File: src/rtl/vc_sram_req_adapter_pkg.sv
// Shared constants and helpers for the SRAM request adapter and its response queue.
package vc_sram_req_adapter_pkg;

  localparam logic VC_MEM_REQ_READ  = 1'b0;
  localparam logic VC_MEM_REQ_WRITE = 1'b1;

  localparam int unsigned c_resp_q_depth = 3;

  // Queue pointers step 0 -> 1 -> 2 -> 0.
  function automatic logic [1:0] ptr_incr(input logic [1:0] ptr);
    return (ptr == 2'd2) ? 2'd0 : ptr + 2'd1;
  endfunction

endpackage

File: src/rtl/vc_sram_req_adapter_resp_queue.sv
// Three-entry circular response buffer with val/rdy on both sides and an exported occupancy count.
module vc_sram_resp_queue
  import vc_sram_req_adapter_pkg::*;
#(
  parameter int unsigned p_width = 33
) (
  input  logic               clk_i,
  input  logic               reset_i,
  input  logic               enq_val_i,
  output logic               enq_rdy_o,
  input  logic [p_width-1:0] enq_data_i,
  output logic               deq_val_o,
  input  logic               deq_rdy_i,
  output logic [p_width-1:0] deq_data_o,
  output logic [1:0]         count_o
);

  logic [p_width-1:0] buf_q [c_resp_q_depth];
  logic [1:0] enq_ptr_q, enq_ptr_d;
  logic [1:0] deq_ptr_q, deq_ptr_d;
  logic [1:0] count_q, count_d;
  logic       enq_fire;
  logic       deq_fire;

  assign enq_rdy_o  = (count_q != 2'd3);
  assign deq_val_o  = (count_q != 2'd0);
  assign deq_data_o = buf_q[deq_ptr_q];
  assign count_o    = count_q;

  assign enq_fire = enq_val_i && enq_rdy_o;
  assign deq_fire = deq_val_o && deq_rdy_i;

  always_comb begin
    enq_ptr_d = enq_fire ? ptr_incr(enq_ptr_q) : enq_ptr_q;
    deq_ptr_d = deq_fire ? ptr_incr(deq_ptr_q) : deq_ptr_q;
    count_d   = count_q;
    unique case ({enq_fire, deq_fire})
      2'b10:   count_d = count_q + 2'd1;
      2'b01:   count_d = count_q - 2'd1;
      default: count_d = count_q;
    endcase
  end

  always_ff @(posedge clk_i or posedge reset_i) begin
    if (reset_i) begin
      enq_ptr_q <= 2'd0;
      deq_ptr_q <= 2'd0;
      count_q   <= 2'd0;
    end else begin
      enq_ptr_q <= enq_ptr_d;
      deq_ptr_q <= deq_ptr_d;
      count_q   <= count_d;
    end
  end

  // Payload storage needs no reset: the count gates every read of it.
  always_ff @(posedge clk_i) begin
    if (enq_fire) begin
      buf_q[enq_ptr_q] <= enq_data_i;
    end
  end

endmodule

File: src/rtl/vc_sram_req_adapter.sv
// Val/rdy front end for a 1rw synchronous SRAM: drives the SRAM pins on request fire,
// captures 1-cycle read data and returns in-order responses through a 3-entry queue.
module vc_sram_req_adapter
  import vc_sram_req_adapter_pkg::*;
#(
  parameter  int unsigned p_data_nbits  = 32,
  parameter  int unsigned p_num_entries = 256,
  localparam int unsigned c_addr_nbits  = $clog2(p_num_entries),
  localparam int unsigned c_data_nbytes = (p_data_nbits + 7) / 8
) (
  input  logic                     clk,
  input  logic                     reset,
  input  logic                     req_val,
  output logic                     req_rdy,
  input  logic                     req_type,
  input  logic [c_addr_nbits-1:0]  req_addr,
  input  logic [p_data_nbits-1:0]  req_data,
  input  logic [c_data_nbytes-1:0] req_byte_en,
  output logic                     resp_val,
  input  logic                     resp_rdy,
  output logic                     resp_type,
  output logic [p_data_nbits-1:0]  resp_data,
  output logic                     sram_read_en,
  output logic [c_addr_nbits-1:0]  sram_read_addr,
  input  logic [p_data_nbits-1:0]  sram_read_data,
  output logic                     sram_write_en,
  output logic [c_data_nbytes-1:0] sram_write_byte_en,
  output logic [c_addr_nbits-1:0]  sram_write_addr,
  output logic [p_data_nbits-1:0]  sram_write_data
);

  logic                  s1_val_q, s1_val_d;
  logic                  s1_type_q, s1_type_d;
  logic                  req_fire;
  logic [2:0]            inflight;
  logic                  q_enq_rdy;
  logic [1:0]            q_count;
  logic [p_data_nbits:0] q_enq_data;
  logic [p_data_nbits:0] q_deq_data;

  // Every accepted request owns a queue slot until it is dequeued, so the queue
  // can never overflow and resp_rdy never reaches req_rdy combinationally.
  assign inflight = {2'b00, s1_val_q} + {1'b0, q_count};
  assign req_rdy  = !reset && (inflight < 3'(c_resp_q_depth));
  assign req_fire = req_val && req_rdy;

  assign sram_read_en       = req_fire && (req_type == VC_MEM_REQ_READ);
  assign sram_write_en      = req_fire && (req_type == VC_MEM_REQ_WRITE);
  assign sram_read_addr     = req_addr;
  assign sram_write_addr    = req_addr;
  assign sram_write_data    = req_data;
  assign sram_write_byte_en = req_byte_en;

  always_comb begin
    s1_val_d  = req_fire;
    s1_type_d = req_fire ? req_type : s1_type_q;
  end

  always_ff @(posedge clk or posedge reset) begin
    if (reset) begin
      s1_val_q  <= 1'b0;
      s1_type_q <= VC_MEM_REQ_READ;
    end else begin
      s1_val_q  <= s1_val_d;
      s1_type_q <= s1_type_d;
    end
  end

  assign q_enq_data = {s1_type_q,
                       (s1_type_q == VC_MEM_REQ_WRITE) ? '0 : sram_read_data};

  vc_sram_resp_queue #(
    .p_width (p_data_nbits + 1)
  ) u_resp_q (
    .clk_i      (clk),
    .reset_i    (reset),
    .enq_val_i  (s1_val_q),
    .enq_rdy_o  (q_enq_rdy),
    .enq_data_i (q_enq_data),
    .deq_val_o  (resp_val),
    .deq_rdy_i  (resp_rdy),
    .deq_data_o (q_deq_data),
    .count_o    (q_count)
  );

  assign resp_type = q_deq_data[p_data_nbits];
  assign resp_data = q_deq_data[p_data_nbits-1:0];

  a_no_enq_when_full: assert property (@(posedge clk) disable iff (reset)
    !(s1_val_q && !q_enq_rdy));
  a_req_val_known: assert property (@(posedge clk) disable iff (reset)
    !$isunknown(req_val));
  a_resp_rdy_known: assert property (@(posedge clk) disable iff (reset)
    !$isunknown(resp_rdy));
  a_addr_in_range: assert property (@(posedge clk) disable iff (reset)
    req_fire |-> ({1'b0, req_addr} < (c_addr_nbits + 1)'(p_num_entries)));
  a_byte_en_known: assert property (@(posedge clk) disable iff (reset)
    (req_fire && req_type == VC_MEM_REQ_WRITE) |-> !$isunknown(req_byte_en));

endmodule

File: config.mk
export PLATFORM = sky130hd
export DESIGN_NAME = vc_sram_req_adapter
export DESIGN_NICKNAME = d
export VERILOG_FILES = /design/src/rtl/vc_sram_req_adapter_pkg.sv /design/src/rtl/vc_sram_req_adapter_resp_queue.sv /design/src/rtl/vc_sram_req_adapter.sv
export SDC_FILE = /design/constraint.sdc
export NUM_CORES = 1
export LEC_CHECK = 0
export CAP_MARGIN = 20
export CORE_ASPECT_RATIO = 1.1
export CORE_MARGIN = 2
export CORE_UTILIZATION = 37
export DETAILED_ROUTE_END_ITERATION = 16
export HOLD_SLACK_MARGIN = 0.02
export PLACE_DENSITY_LB_ADDON = 0.05
export RECOVER_POWER = 50
export SLEW_MARGIN = 20
export SYNTH_ARGS = -nofsm -noshare
export SYNTH_HDL_FRONTEND = slang
export SYNTH_SLANG_ARGS = --single-unit
export TNS_END_PERCENT = 20
File: constraint.sdc
create_clock -name clk -period 10.8 [get_ports clk]
set_clock_uncertainty 0.1 [all_clocks]
set_input_delay 2.16 -clock clk [delete_from_list [all_inputs] [get_ports clk]]
set_output_delay 2.16 -clock clk [all_outputs]
set_load 0.01 [all_outputs]
==> results by group, run 1 <==
Synthesis
  – YS warnings: 0
  – Simple-Gate Fraction of Synth Area: 0.0834
  – Synth Instances: 332
  – Commonest cells post-synth: edfxtp_1, buf_4, nand2_1
  – Top-count cell post-synth: edfxtp_1
  – Flops & latches, synth: 107
  – Seq/Total Area, Yosys: 0.678
  – Main synth FF type: edfxtp_1
  – Top post-synthesis cells by area: edfxtp_1, buf_4, mux2i_1
  – Largest family of logic cells by synthesized area: buffers and inverters
  – Synth cell types: 26
  – Compound-Gate Fraction of Synth Area: 0.0492
  – EDFF count, synth: 99
  – Cell taking the most area after synthesis: edfxtp_1
  – Mapped Area: 4680 um2
  – Post-Synth Adder-Cell Area: 0.00802
  – Synth Area per Inst: 14.1 um2
  – Syn Nets: 416
  – XOR/XNOR Fraction of Synth Area: 0.00561
  – Mux cell area share after synthesis: 0.0706
  – Post-synth top area share: 0.635
  – Async SR Flop Fraction: 0.0748

Floorplanning
  – Row Count: 43
  – Io pins: 170
  – CORE AREA: 12500 um2
  – Die H: 122 um
  – Die Width: 111 um
  – Die area: 13600 um2
  – Starting density of the core: 0.375

Outcome
  – Failing checks: capacitance limit, slew limit
  – Status: complete, but fails checks

Clock tree
  – Hold_buf cts: 0
  – Clock transition at path regs: 70 ps
  – Clk sink count: 107
  – H-tree lvl count: 3
  – CTS Buf Count: 9
  – Clock buffer depth: 2
  – Post-CTS Resized: 0
  – Clock root cell: clkbuf_16
  – TritonCTS clock tree: yes
  – Worst skew pair latency: 340 ps
  – Setup Buffers After CTS: 0

Route
  – Routed Wire Length: 8.73 mm
  – Starting DRC count in detailed routing: 93
  – Post-route ant nets: 0
  – Pre-antenna DRT Iters: 4
  – # DRC: 0
  – WL/cell: 16.8 um
  – Via/cell ratio: 4.73
  – Via count: 2453

Placement
  – DP HPWL: 5.46 mm
  – GP Congestion: 0.687
  – PortBufs: 73

Timing
  – Hold slack: 429 ps
  – Setup TNS: 0 ps
  – Slew @ Worst Pin: 2140 ps
  – Tcrit/Tclk final: 0.551
  – Final hold vios: 0
  – Clock period minus worst slack: 5950 ps
  – Fmax: 168 MHz
  – RSZ-0062 raised after global routing: no
  – Final setup fails: 0
  – Final Max Slew Viols: 43
  – Slew HR: -0.434

Layout
  – Fill cells: 1168
  – Layout cell share with drive strength beyond 1: 0.0637
  – Post-layout net count: 440
  – Syn-to-layout area delta: 16.7%

Global route
  – Vias in the first global route: 2585
  – Total gr overflow: 0
  – First-pass GRT wire length: 13.7 mm
  – Initial antenna violation count: 1
  – Largest net degree at the start of global routing: 36
  – GR Util All Layers: 0.133

Pwr
  – Max IR drop VDD: 0.000116 V
  – Leak: 1.91 nW
  – Power per Cell Area: 260 nW/um2

Worst setup path
  – CP Launch Type: primary input
  – Crit-path max FO: 3
  – Arrival @ worst endpoint: 3690 ps
  – Required time worst endpoint: 8540 ps
  – Setup CP Type: in -> out
  – Worst Setup End Kind: output port

Worst hold path
  – HP Class: reg -> reg

Flow run
  – Max cap viols: 2
[stage by stage]
stage	cells	total power, W	setup slack (ps)	area, um2	util
2_1_floorplan	332	0.000894	5810	4680	-
3_3_place_gp	502	0.00112	4990	5200	0.417
3_5_place_dp	502	0.00112	4970	5200	0.417
4_1_cts	518	0.00145	4960	5500	0.441
5_1_grt	518	0.00150	4740	5460	0.437
6_report	519	0.00142	4850	5460	0.437
[layout make-up]
type	instances	area, um2	area share
Antenna cell	1	2.50	0.000458
Clock buffer	9	225	0.0412
Clock inverter	7	76.3	0.0140
Inverter	3	11.3	0.00206
Multi-Input combinational cell	155	1000	0.184
Sequential cell	107	3180	0.582
Tap cell	157	196	0.0360
Timing Repair Buffer	80	768	0.141
[cell families after synthesis]
group                    Yosys count
AO/OA/AOI/OAI                     41
XOR/XNOR                           3
adder cells (fa/ha/maj)            3
buffers and inverters             70
flip-flops                       107
multiplexers                      33
AND/OR/NAND/NOR                   75
[sequential cells by signal (all words and copies together) (netlist names)]
register / cells
u_resp_q.enq_ptr_q: 2
s1_val_q: 1
u_resp_q.deq_ptr_q: 2
s1_type_q: 1
u_resp_q.count_o: 2
u_resp_q.buf_q: 99
[critical path, stage by stage]
cell	delay, ps
dlygate4sd3_1	560
a211oi_2	210
nand2_1	120
nor2_1	100
clkdlybuf4s50_1	540
[per-layer routing]
layer | GRT usage | routed length (um) | up-vias
li1 | - | - | 1182
met1 | 0.156 | 3620 | 1166
met2 | 0.216 | 4260 | 66
met3 | 0.0303 | 441 | 39
met4 | 0.0995 | 419 | 0
met5 | 0 | 0 | -
[cells in the final DEF, fill, tap and decap left out]
cell / instances
and3_1: 1
nor3b_1: 3
clkbuf_16: 9
nor3_1: 2
dfrtp_2: 2
inv_6: 1
inv_8: 1
dfrtp_1: 6
a21o_1: 5
o21ai_1: 29
diode_2: 1
o21ai_0: 5
or2_2: 1
clkdlybuf4s50_1: 58
clkbuf_1: 4
a211oi_2: 1
a21bo_1: 1
nand2_1: 34
xnor2_1: 2
buf_4: 3
edfxtp_1: 99
dlygate4sd3_1: 15
clkinv_2: 2
xor2_1: 1
nor2_1: 2
nor2b_1: 32
ha_1: 3
bufinv_16: 1
mux2i_1: 33
clkinv_4: 1
clkinvlp_4: 1
inv_1: 3
[where the power goes]
part | leakage (nW) | switching [W] | internal [W]
registers | 1.00 | 0.0000639 | 0.000544
logic | 0.754 | 0.000235 | 0.000247
clock network | 0.148 | 0.000147 | 0.000182
total | 1.91 | 0.000445 | 0.000973
[path summary, 6_finish.rpt]
path | slack, ps | start | cells past startpoint | to
max in group asynchronous | 8190 | reset | 2 | u_resp_q.deq_ptr_q[0]
setup / recovery | 4850 | reset | 5 | sram_read_en
min in group asynchronous | 2150 | reset | 2 | u_resp_q.count_o[1]
hold reg to reg | 430 | u_resp_q.enq_ptr_q[1] | 1 | u_resp_q.enq_ptr_q[1]
setup reg to reg | 6850 | u_resp_q.count_o[0] | 3 | u_resp_q.buf_q[0][6]
hold / removal | 430 | u_resp_q.enq_ptr_q[1] | 1 | u_resp_q.enq_ptr_q[1]
Power figures use the tool's default switching activity.
==> run 2, diff against run 1 <==
Clock period 10.8 ns to 5.6 ns, I/O delays scaled along.
==> run 2 against run 1 <==
- critical path depth unchanged
- final cell count decreased by 0.19%
- hold slack improved by 1.6 ps
- critical endpoint unchanged
- worst setup slack got worse by 3200 ps
- highest routed layer unchanged
- core utilization decreased by 0.090 points
- combinational power increased by 91%
- global-route usage decreased by 0.44 points
- sequential share of layout area increased by 0.12 points
- design area decreased by 0.21%
- the flow now finishes without violations
- clock power increased by 86%
- via count decreased by 1.2%
- first-iteration DRC count decreased by 28%
==> results by group, run 2 (same netlist as run 1, synthesis figures left out) <==
Timing
  – Hold slack: 430 ps (+1.58 ps)
  – RSZ-0062 raised after global routing: no
  – Clock period minus worst slack: 4000 ps
  – Final setup fails: 0 (unchanged)
  – Min setup slack post-route: 1600 ps (-3250 ps)
  – Slew HR: 0.161 (+0.595)
  – Tcrit/Tclk final: 0.714
  – Setup TNS: 0 ps (unchanged)
  – Final Max Slew Viols: 0 (-100%)
  – Slew @ Worst Pin: 1260 ps (-876 ps)
  – Final hold vios: 0 (unchanged)
  – Fmax: 250 MHz

Clock tree
  – Hold_buf cts: 0 (unchanged)
  – Setup Buffers After CTS: 0 (unchanged)
  – Worst skew pair latency: 340 ps (about the same)
  – Clk sink count: 107 (unchanged)
  – H-tree lvl count: 3 (unchanged)
  – Clock buffer depth: 2 (unchanged)
  – Clock transition at path regs: 70 ps (about the same)
  – Clock root cell: clkbuf_16
  – TritonCTS clock tree: yes
  – Post-CTS Resized: 0 (unchanged)
  – CTS Buf Count: 9 (unchanged)

Route
  – Post-route ant nets: 0 (unchanged)
  – # DRC: 0 (unchanged)
  – Via count: 2423 (-1.2%)
  – Pre-antenna DRT Iters: 6 (+2)
  – Via/cell ratio: 4.68 (-1.0%)
  – WL/cell: 16.3 um (-3.0%)
  – Starting DRC count in detailed routing: 67 (-28%)
  – Routed Wire Length: 8.46 mm (-3.2%)

Pwr
  – Combinational share of power: 0.341 (about the same)
  – Net Sw Frac: 0.310 (-0.00404)
  – Internal power: 0.00186 W (+92%)
  – Max IR drop VDD: 0.000194 V (+67%)
  – Net Sw Power: 0.000838 W (+88%)
  – Clk pwr share: 0.226 (-0.006)
  – Sequential power share: 0.433 (+0.004)
  – Leak: 1.89 nW (-0.70%)
  – Power per Cell Area: 496 nW/um2 (+91%)
  – Design Power: 0.00270 W (+91%)

Worst setup path
  – Crit-path max FO: 3 (unchanged)
  – Worst Setup SP: reset
  – Crit path to: sram_read_en
  – RR Endpoint: u_resp_q.buf_q[1][8]
  – CP Buf/Inv Count: 2 (unchanged)
  – Setup CP Type: in -> out
  – Worst Setup End Kind: output port
  – Largest stage delay on the critical path: 550 ps (about the same)
  – Arrival @ worst endpoint: 2780 ps (-910 ps)
  – Critical path cell sequence: dlygate4sd3_1, a211oi_1, nand2_1, nor2_1, clkdlybuf4s50_1
  – CP Launch Type: primary input
  – Required time worst endpoint: 4380 ps (-4160 ps)
  – R2R depth: 3 (unchanged)
  – CP delay by family, top: buffers and inverters
  – WP depth: 5 (unchanged)
  – R2r setup slk: 2860 ps (-3990 ps)
  – Worst path slowest cell: dlygate4sd3_1
  – Origin of the critical flop-to-flop path: u_resp_q.count_o[0]

Floorplanning
  – CORE AREA: 12500 um2 (unchanged)
  – Io pins: 170 (unchanged)
  – Die H: 122 um (unchanged)
  – Row Count: 43 (unchanged)
  – Starting density of the core: 0.375 (unchanged)
  – Die Width: 111 um (unchanged)
  – Die area: 13600 um2 (unchanged)

Global route
  – Initial antenna violation count: 0 (-1)
  – GR Util All Layers: 0.129 (-0.00439)
  – Largest net degree at the start of global routing: 38 (+5.6%)
  – First-pass GRT wire length: 13.0 mm (-4.6%)
  – Total gr overflow: 0 (unchanged)
  – Vias in the first global route: 2430 (-6.0%)

Layout
  – Largest Register: u_resp_q.buf_q
  – Syn-to-layout area delta: 16.4%
  – Final Instance Area: 5450 um2 (-0.21%)
  – N_diodes: 0 (-1)
  – Layout cell share with drive strength beyond 1: 0.0609 (-0.00277)
  – Commonest non-fill, non-tap cell in the layout: edfxtp_1
  – Commonest cells after routing, fill and taps aside: edfxtp_1, clkdlybuf4s50_1, nand2_1, mux2i_1, nor2b_1
  – Post-layout net count: 440 (unchanged)
  – Max reg flops: 99 (unchanged)
  – Fill cells: 1161 (-0.60%)

Placement
  – DP Worst Slack: 1850 ps (-3110 ps)
  – PortBufs: 73 (unchanged)
  – GP Congestion: 0.656 (-4.5%)
  – Post-DP Area: 5200 um2 (unchanged)
  – DP HPWL: 5.35 mm (-2.0%)

Outcome
  – Status: finished, final reports clean

Worst hold path
  – Hold path cells: 1 (unchanged)
  – HP Class: reg -> reg

Flow run
  – Max cap viols: 0 (-2)
## run 2: power by group through the flow
stage	combinational (W)	clock, W	sequential [W]
floorplan	0.000624	0	0.00110
global placement	0.000955	0	0.00120
detailed placement	0.000960	0	0.00120
CTS	0.000963	0.000629	0.00118
global route	0.00102	0.000656	0.00120
finish	0.000922	0.000611	0.00117
## run 2: per-stage QoR
stage | utilization | cells
after floorplan | - | 332
after global routing | 0.437 | 518
after detailed placement | 0.417 | 502
after global placement | 0.417 | 502
after CTS | 0.440 | 518
final | 0.437 | 518
## run 2: cell type report
cell class                      count  area (um2)  share of cell area
Clock buffer                        9         225              0.0413
Clock inverter                      7        68.8              0.0126
Inverter                            3        11.3             0.00207
Multi-Input combinational cell    155        1000               0.183
Sequential cell                   107        3180               0.583
Tap cell                          157         196              0.0361
Timing Repair Buffer               80         772               0.142
## run 2: worst min-delay path by stage
stage	from	endpoint
2_1_floorplan	u_resp_q.count_o[1]	u_resp_q.count_o[1]
3_3_place_gp	u_resp_q.count_o[1]	u_resp_q.count_o[1]
3_5_place_dp	u_resp_q.count_o[1]	u_resp_q.count_o[1]
4_1_cts	u_resp_q.count_o[1]	u_resp_q.count_o[1]
5_1_grt	u_resp_q.enq_ptr_q[1]	u_resp_q.enq_ptr_q[1]
6_report	u_resp_q.enq_ptr_q[0]	u_resp_q.enq_ptr_q[0]
## run 2: routing by layer
layer / GRT usage / share of wire / vias to the layer above / routed length, um
li1: - / - / 1171 / -
met1: 0.146 / 0.41 / 1142 / 3430
met2: 0.211 / 0.48 / 68 / 4070
met3: 0.0308 / 0.058 / 42 / 494
met4: 0.102 / 0.055 / 0 / 464
met5: 0 / 0 / - / 0
## run 2: worst register-to-register path: cells and delay by family, from the launching register on
family	cells	cell delay, ps
AOI/OAI and AO/OA	1	260
buffers and inverters	1	540
and+or+nand+nor	1	1010
DFF	1	450
